[config.mk]
export PLATFORM = sky130hd
export DESIGN_NAME = fetch_fifo
export DESIGN_NICKNAME = d
export VERILOG_FILES = /design/src/rtl/fetch_fifo.sv
export SDC_FILE = /design/constraint.sdc
export NUM_CORES = 1
export LEC_CHECK = 0
export ABC_CLOCK_PERIOD_IN_PS = 11000
export CAP_MARGIN = 20
export CORE_ASPECT_RATIO = 1.1
export CORE_MARGIN = 10
export CORE_UTILIZATION = 35
export DETAILED_ROUTE_END_ITERATION = 12
export SYNTH_ARGS = -nofsm -noshare
export SYNTH_HDL_FRONTEND = slang
export SYNTH_SLANG_ARGS = --single-unit
[constraint.sdc]
create_clock -name clk_i -period 11 [get_ports clk_i]
set_input_delay 2.2 -clock clk_i [delete_from_list [all_inputs] [get_ports clk_i]]
set_output_delay 2.2 -clock clk_i [all_outputs]
set_load 0.005 [all_outputs]
[src/rtl/fetch_fifo.sv]
// rtl/fetch_fifo.sv - elastic in-order buffer of fetch entries between IF and ID
package fetch_fifo_pkg;

  typedef struct packed {
    logic        valid;
    logic [31:0] predict_address;
  } branchpredict_t;

  typedef struct packed {
    logic        valid;
    logic [5:0]  cause;
    logic [31:0] tval;
  } exception_t;

  typedef struct packed {
    logic [31:0]    address;
    logic [31:0]    instruction;
    branchpredict_t bp;
    exception_t     ex;
  } fetch_entry_t;

endpackage

module fetch_fifo
  import fetch_fifo_pkg::*;
#(
  parameter int DEPTH          = 8,
  parameter int ALMOST_FULL_TH = 6
) (
  input  logic                         clk_i,
  input  logic                         rst_i,
  input  logic                         flush_i,
  input  fetch_entry_t                 fetch_entry_i,
  input  logic                         fetch_entry_valid_i,
  output logic                         fetch_ready_o,
  output logic                         almost_full_o,
  output fetch_entry_t                 fetch_entry_o,
  output logic                         fetch_entry_valid_o,
  input  logic                         fetch_ack_i,
  output logic [$clog2(DEPTH+1)-1:0]   occupancy_o
);

  localparam int PTR_W = (DEPTH > 1) ? $clog2(DEPTH) : 1;
  localparam int CNT_W = $clog2(DEPTH + 1);

  localparam logic [PTR_W-1:0] PTR_LAST = PTR_W'(DEPTH - 1);
  localparam logic [CNT_W-1:0] CNT_FULL = CNT_W'(DEPTH);
  localparam logic [CNT_W-1:0] CNT_AF   = CNT_W'(ALMOST_FULL_TH);

  fetch_entry_t     mem [DEPTH];
  logic [PTR_W-1:0] rd_ptr;
  logic [PTR_W-1:0] wr_ptr;
  logic [CNT_W-1:0] cnt;

  logic push;
  logic pop;

  // Explicit wrap so non-power-of-two depths never index past the array.
  function automatic logic [PTR_W-1:0] ptr_inc(input logic [PTR_W-1:0] p);
    return (p == PTR_LAST) ? '0 : p + PTR_W'(1);
  endfunction

  assign fetch_ready_o       = (cnt < CNT_FULL);
  assign fetch_entry_valid_o = (cnt != '0);
  assign almost_full_o       = (cnt >= CNT_AF);
  assign occupancy_o         = cnt;
  assign fetch_entry_o       = mem[rd_ptr];

  assign push = fetch_entry_valid_i && fetch_ready_o && !flush_i;
  assign pop  = fetch_ack_i && fetch_entry_valid_o && !flush_i;

  always_ff @(posedge clk_i) begin
    if (push) begin
      mem[wr_ptr] <= fetch_entry_i;
    end
  end

  always_ff @(posedge clk_i or posedge rst_i) begin
    if (rst_i) begin
      rd_ptr <= '0;
      wr_ptr <= '0;
      cnt    <= '0;
    end else if (flush_i) begin
      rd_ptr <= '0;
      wr_ptr <= '0;
      cnt    <= '0;
    end else begin
      if (push) begin
        wr_ptr <= ptr_inc(wr_ptr);
      end
      if (pop) begin
        rd_ptr <= ptr_inc(rd_ptr);
      end
      case ({push, pop})
        2'b10:   cnt <= cnt + CNT_W'(1);
        2'b01:   cnt <= cnt - CNT_W'(1);
        default: cnt <= cnt;
      endcase
    end
  end

`ifndef SYNTHESIS
  // IF must keep offering an entry once it has been held off by a full buffer.
  logic held_off;

  always_ff @(posedge clk_i or posedge rst_i) begin
    if (rst_i) begin
      held_off <= 1'b0;
    end else begin
      assert (cnt <= CNT_FULL)
        else $error("fetch_fifo: count exceeds depth");
      if (held_off && !flush_i) begin
        assert (fetch_entry_valid_i)
          else $error("fetch_fifo: entry withdrawn while held off");
      end
      held_off <= fetch_entry_valid_i && !fetch_ready_o && !flush_i;
    end
  end
`endif

endmodule
==> out/results.tsv <==
stage	metric	value	unit
yosys	synthTopCellsByCount	edfxtp_1, mux4_2, mux2_2	
detailed_routing	viasPerCell	4.982	
floorplan	die_h	381.4	µm
floorplan	die-area	132900	µm²
grt	grt_first_pass_wirelength	131700	µm
grt	antenna_found_initial	6	
setup_path	crit_type	reg2out	
timing	finalSetupViolCount	0	
setup_path	start_kind	register	
setup_path	r2r_cells	6	
yosys	syn_area	41560	µm²
cts	clkLatencyLatePin	0.72	ns
cts	cts-buffers-inserted	110	
setup_path	arrival	4.30	ns
timing	relSlewSlack	22.11	%
setup_path	rrSetupSlack	7.46	ns
detailed_routing	wirelength	88060	µm
yosys	yosysSeqAreaShare	79.21	%
yosys	synthesis.nets	1807	
placement	port_buffers	283	
yosys	yosys_warnings	0	
setup_path	crit_path_max_fanout	69	
cts	cts.sinks	1098	
detailed_routing	vias	18151	
detailed_routing	routedWlPerCell	24.17	µm
cts	cts_setup_buffers	0	
timing	fin_setup_tns	0	ns
setup_path	endpoint_kind	primary output	
cts	ctsHtreeMaxLevel	3	
pwr	ir_drop	122.4	µV
finish	fillers	10082	
yosys	yosys.area.top_type_share	78.61	%
setup_path	cpPeakStageDelay	0.88	ns
floorplan	initial_core_util	35.29	%
detailed_routing	drt_iter0_drc	1259	
setup_path	cp_cell_sequence	buf_4 -> buf_4 -> mux4_2 -> mux2_2 -> clkdlybuf4s50_1	
pwr	p_leak	15.08	nW
timing	tightest_slew	1.168	ns
grt	overflow	0	
timing	fin_skew	0.01555	ns
yosys	synth_cell_types	33	
setup_path	crit_start	rd_ptr[1]$_DFFE_PP0P_	
setup_path	path_buf_inv	3	
yosys	ys.flop_type	edfxtp_1	
yosys	synth-async-reset-ratio	0.9107	%
floorplan	fp.dieW	348.6	µm
placement	routabilityCongestion	0.6946	
timing	post-route-period-util	59.09	%
timing	report.final.slew_viol_count	0	
detailed_routing	ant_nets	0	
finish	num-nets-final	2162	
timing	timing.final.crit_period	6.500	ns
finish	final_layout_size_suffix_gt1_share	28.76	%
job	drv_cap	0	
worst_hold_path	hold_path_end	wr_ptr[0]$_DFFE_PP0P_	
detailed_routing	drcViolationCount	0	
detailed_routing	drt_pass1_iterations	5	
cts	root_buffer	clkbuf_16	
yosys	synth_seq_cells	1098	
run_status	outcome	completed	
grt	first_global_vias	19965	
setup_path	rr_startpoint	occupancy_o[3]$_DFFE_PP0P_	
setup_path	cp_slowest_cell	buf_4	
cts	cts_hold_buf	0	
floorplan	io_pins	284	
cts	clock_path_buffers	3	
cts	ctsResizeCount	0	
yosys	synth.most_common_cell	edfxtp_1	
placement	dp_hpwl	48460	µm
pwr	finalPower	0.009506	W
worst_hold_path	min_from	wr_ptr[0]$_DFFE_PP0P_	
yosys	synthTopCellsByArea	edfxtp_1, mux4_2, mux2_2	
cts	cts_tree	yes	
yosys	syn-instance-count	1659	
cts	clk_pin_slew	0.06	ns
timing	rsz0062_at_grt	false	
grt	grt_max_degree	127	
pwr	cellPowerDensity	191.4	nW/µm²
timing	clock.fmax	153.8	MHz
worst_hold_path	hold_class	reg2reg	
timing	hold_viol	0	
setup_path	timing.rr.end	mem[5][62]$_DFFE_PP_	
grt	grtUsageTotal	13.18	%
yosys	synth_edf_count	1088	
worst_hold_path	whs_path_depth	2	
setup_path	required	8.80	ns
yosys	yosysTopAreaCell	edfxtp_1	
floorplan	rows	132	
setup_path	crit_family	buffers and inverters	
floorplan	coreArea	117800	µm²
setup_path	crit_path_frequent_cell	buf_4	
finish	syn2layout_area_growth	19.48	%
yosys	postSynthAreaPerCell	25.05	µm²
state kept, by name, summed over array words and instances (netlist names):
register	cells
mem	1088
occupancy_o	4
rd_ptr	3
wr_ptr	3
logic make-up after synthesis:
family	count (synthesis)	share of synthesized area [%]
AOI/OAI and AO/OA	18	0.2649
xor gates and xnor gates	2	0.04216
adders and majority gates	7	0.2288
buffers and inverters	81	1.286
DFF	1098	79.21
muxes	410	18.47
and+or+nand+nor	43	0.4908
worst max path at each step:
stage,endpoint,slack (ns),cells after the start
finish,fetch_entry_o[70],4.50,5
global route,fetch_entry_o[40],4.23,5
CTS,fetch_entry_o[70],4.35,5
detailed placement,mem[5][62]$_DFFE_PP_,5.04,7
global placement,mem[5][62]$_DFFE_PP_,5.08,7
floorplan,mem[2][0]$_DFFE_PP_,1.91,4
placed cells by master, fill, tap and decap left out, types with 2 or more instances in the layout:
| master | netlist | final |
|---|---|---|
| a21o_1 | 2 | 2 |
| a21oi_1 | 8 | 8 |
| buf_12 | 0 | 3 |
| buf_4 | 1 | 36 |
| bufinv_16 | 0 | 8 |
| clkbuf_1 | 31 | 17 |
| clkbuf_16 | 0 | 113 |
| clkdlybuf4s50_1 | 0 | 283 |
| clkinv_1 | 0 | 35 |
| clkinv_2 | 0 | 13 |
| clkinv_4 | 0 | 2 |
| clkinv_8 | 0 | 2 |
| clkinvlp_4 | 0 | 2 |
| dfrtp_1 | 10 | 7 |
| dfrtp_4 | 0 | 3 |
| diode_2 | 0 | 2 |
| edfxtp_1 | 1088 | 1088 |
| ha_1 | 6 | 6 |
| inv_1 | 2 | 2 |
| inv_6 | 0 | 6 |
| mux2_2 | 136 | 136 |
| mux2i_1 | 2 | 2 |
| mux4_2 | 272 | 272 |
| nand2_1 | 11 | 11 |
| nand2b_1 | 3 | 3 |
| nor2_1 | 13 | 7 |
| nor2_4 | 0 | 6 |
| nor2b_1 | 2 | 2 |
| nor3_1 | 7 | 5 |
| nor3_4 | 0 | 2 |
| o21ai_0 | 2 | 2 |
| o31ai_1 | 2 | 2 |
| or3_1 | 3 | 3 |
| xnor2_1 | 2 | 2 |
routing by layer:
layer	up-vias	track usage (%)	wire (µm)
li1	7851	-	-
met1	9725	16.83	36740
met2	426	21.98	44220
met3	139	3.309	5158
met4	10	4.132	1876
met5	-	0	64
power by group:
group	leakage (nW)	internal [W]	switching, W	total [W]
sequential	9.95	0.00468	0.0000514	0.00473
combinational	3.44	0.000713	0.000502	0.00121
clock	1.68	0.00205	0.00151	0.00356
cell type report:
class / instances / area [µm²] / share of cell area (%)
multi-input combinational: 480 / 8172 / 16.46
timing repair buffer: 322 / 3163 / 6.370
antenna: 2 / 5.005 / 0.01008
clock inverter: 68 / 554.3 / 1.116
clock buffer: 130 / 2892 / 5.823
tap: 1541 / 1928 / 3.883
inverter: 2 / 7.507 / 0.01512
sequential: 1098 / 32930 / 66.32
metrics by stage:
| step | cells | setup slack [ns] | util (%) | hold slack [ns] | area, µm² |
|---|---|---|---|---|---|
| 2_1_floorplan | 1659 | 1.908 | - | 0.5504 | 41570 |
| 3_3_place_gp | 3443 | 5.078 | 39.24 | 0.6044 | 46200 |
| 3_5_place_dp | 3443 | 5.037 | 39.24 | 0.6330 | 46200 |
| 4_1_cts | 3641 | 4.346 | 42.16 | 0.6528 | 49650 |
| 5_1_grt | 3642 | 4.230 | 42.16 | 0.7266 | 49650 |
| 6_report | 3643 | 4.500 | 42.17 | 0.6381 | 49650 |
worst reg2reg max path, stage by stage (launching register included):
cell and delay, ns:
dfrtp_1 0.46, nand2b_1 0.32, nor2_1 0.19, nand2_1 0.25, nor2_4 0.66, buf_4 0.49, buf_4 0.74
Power figures use the tool's default switching activity.
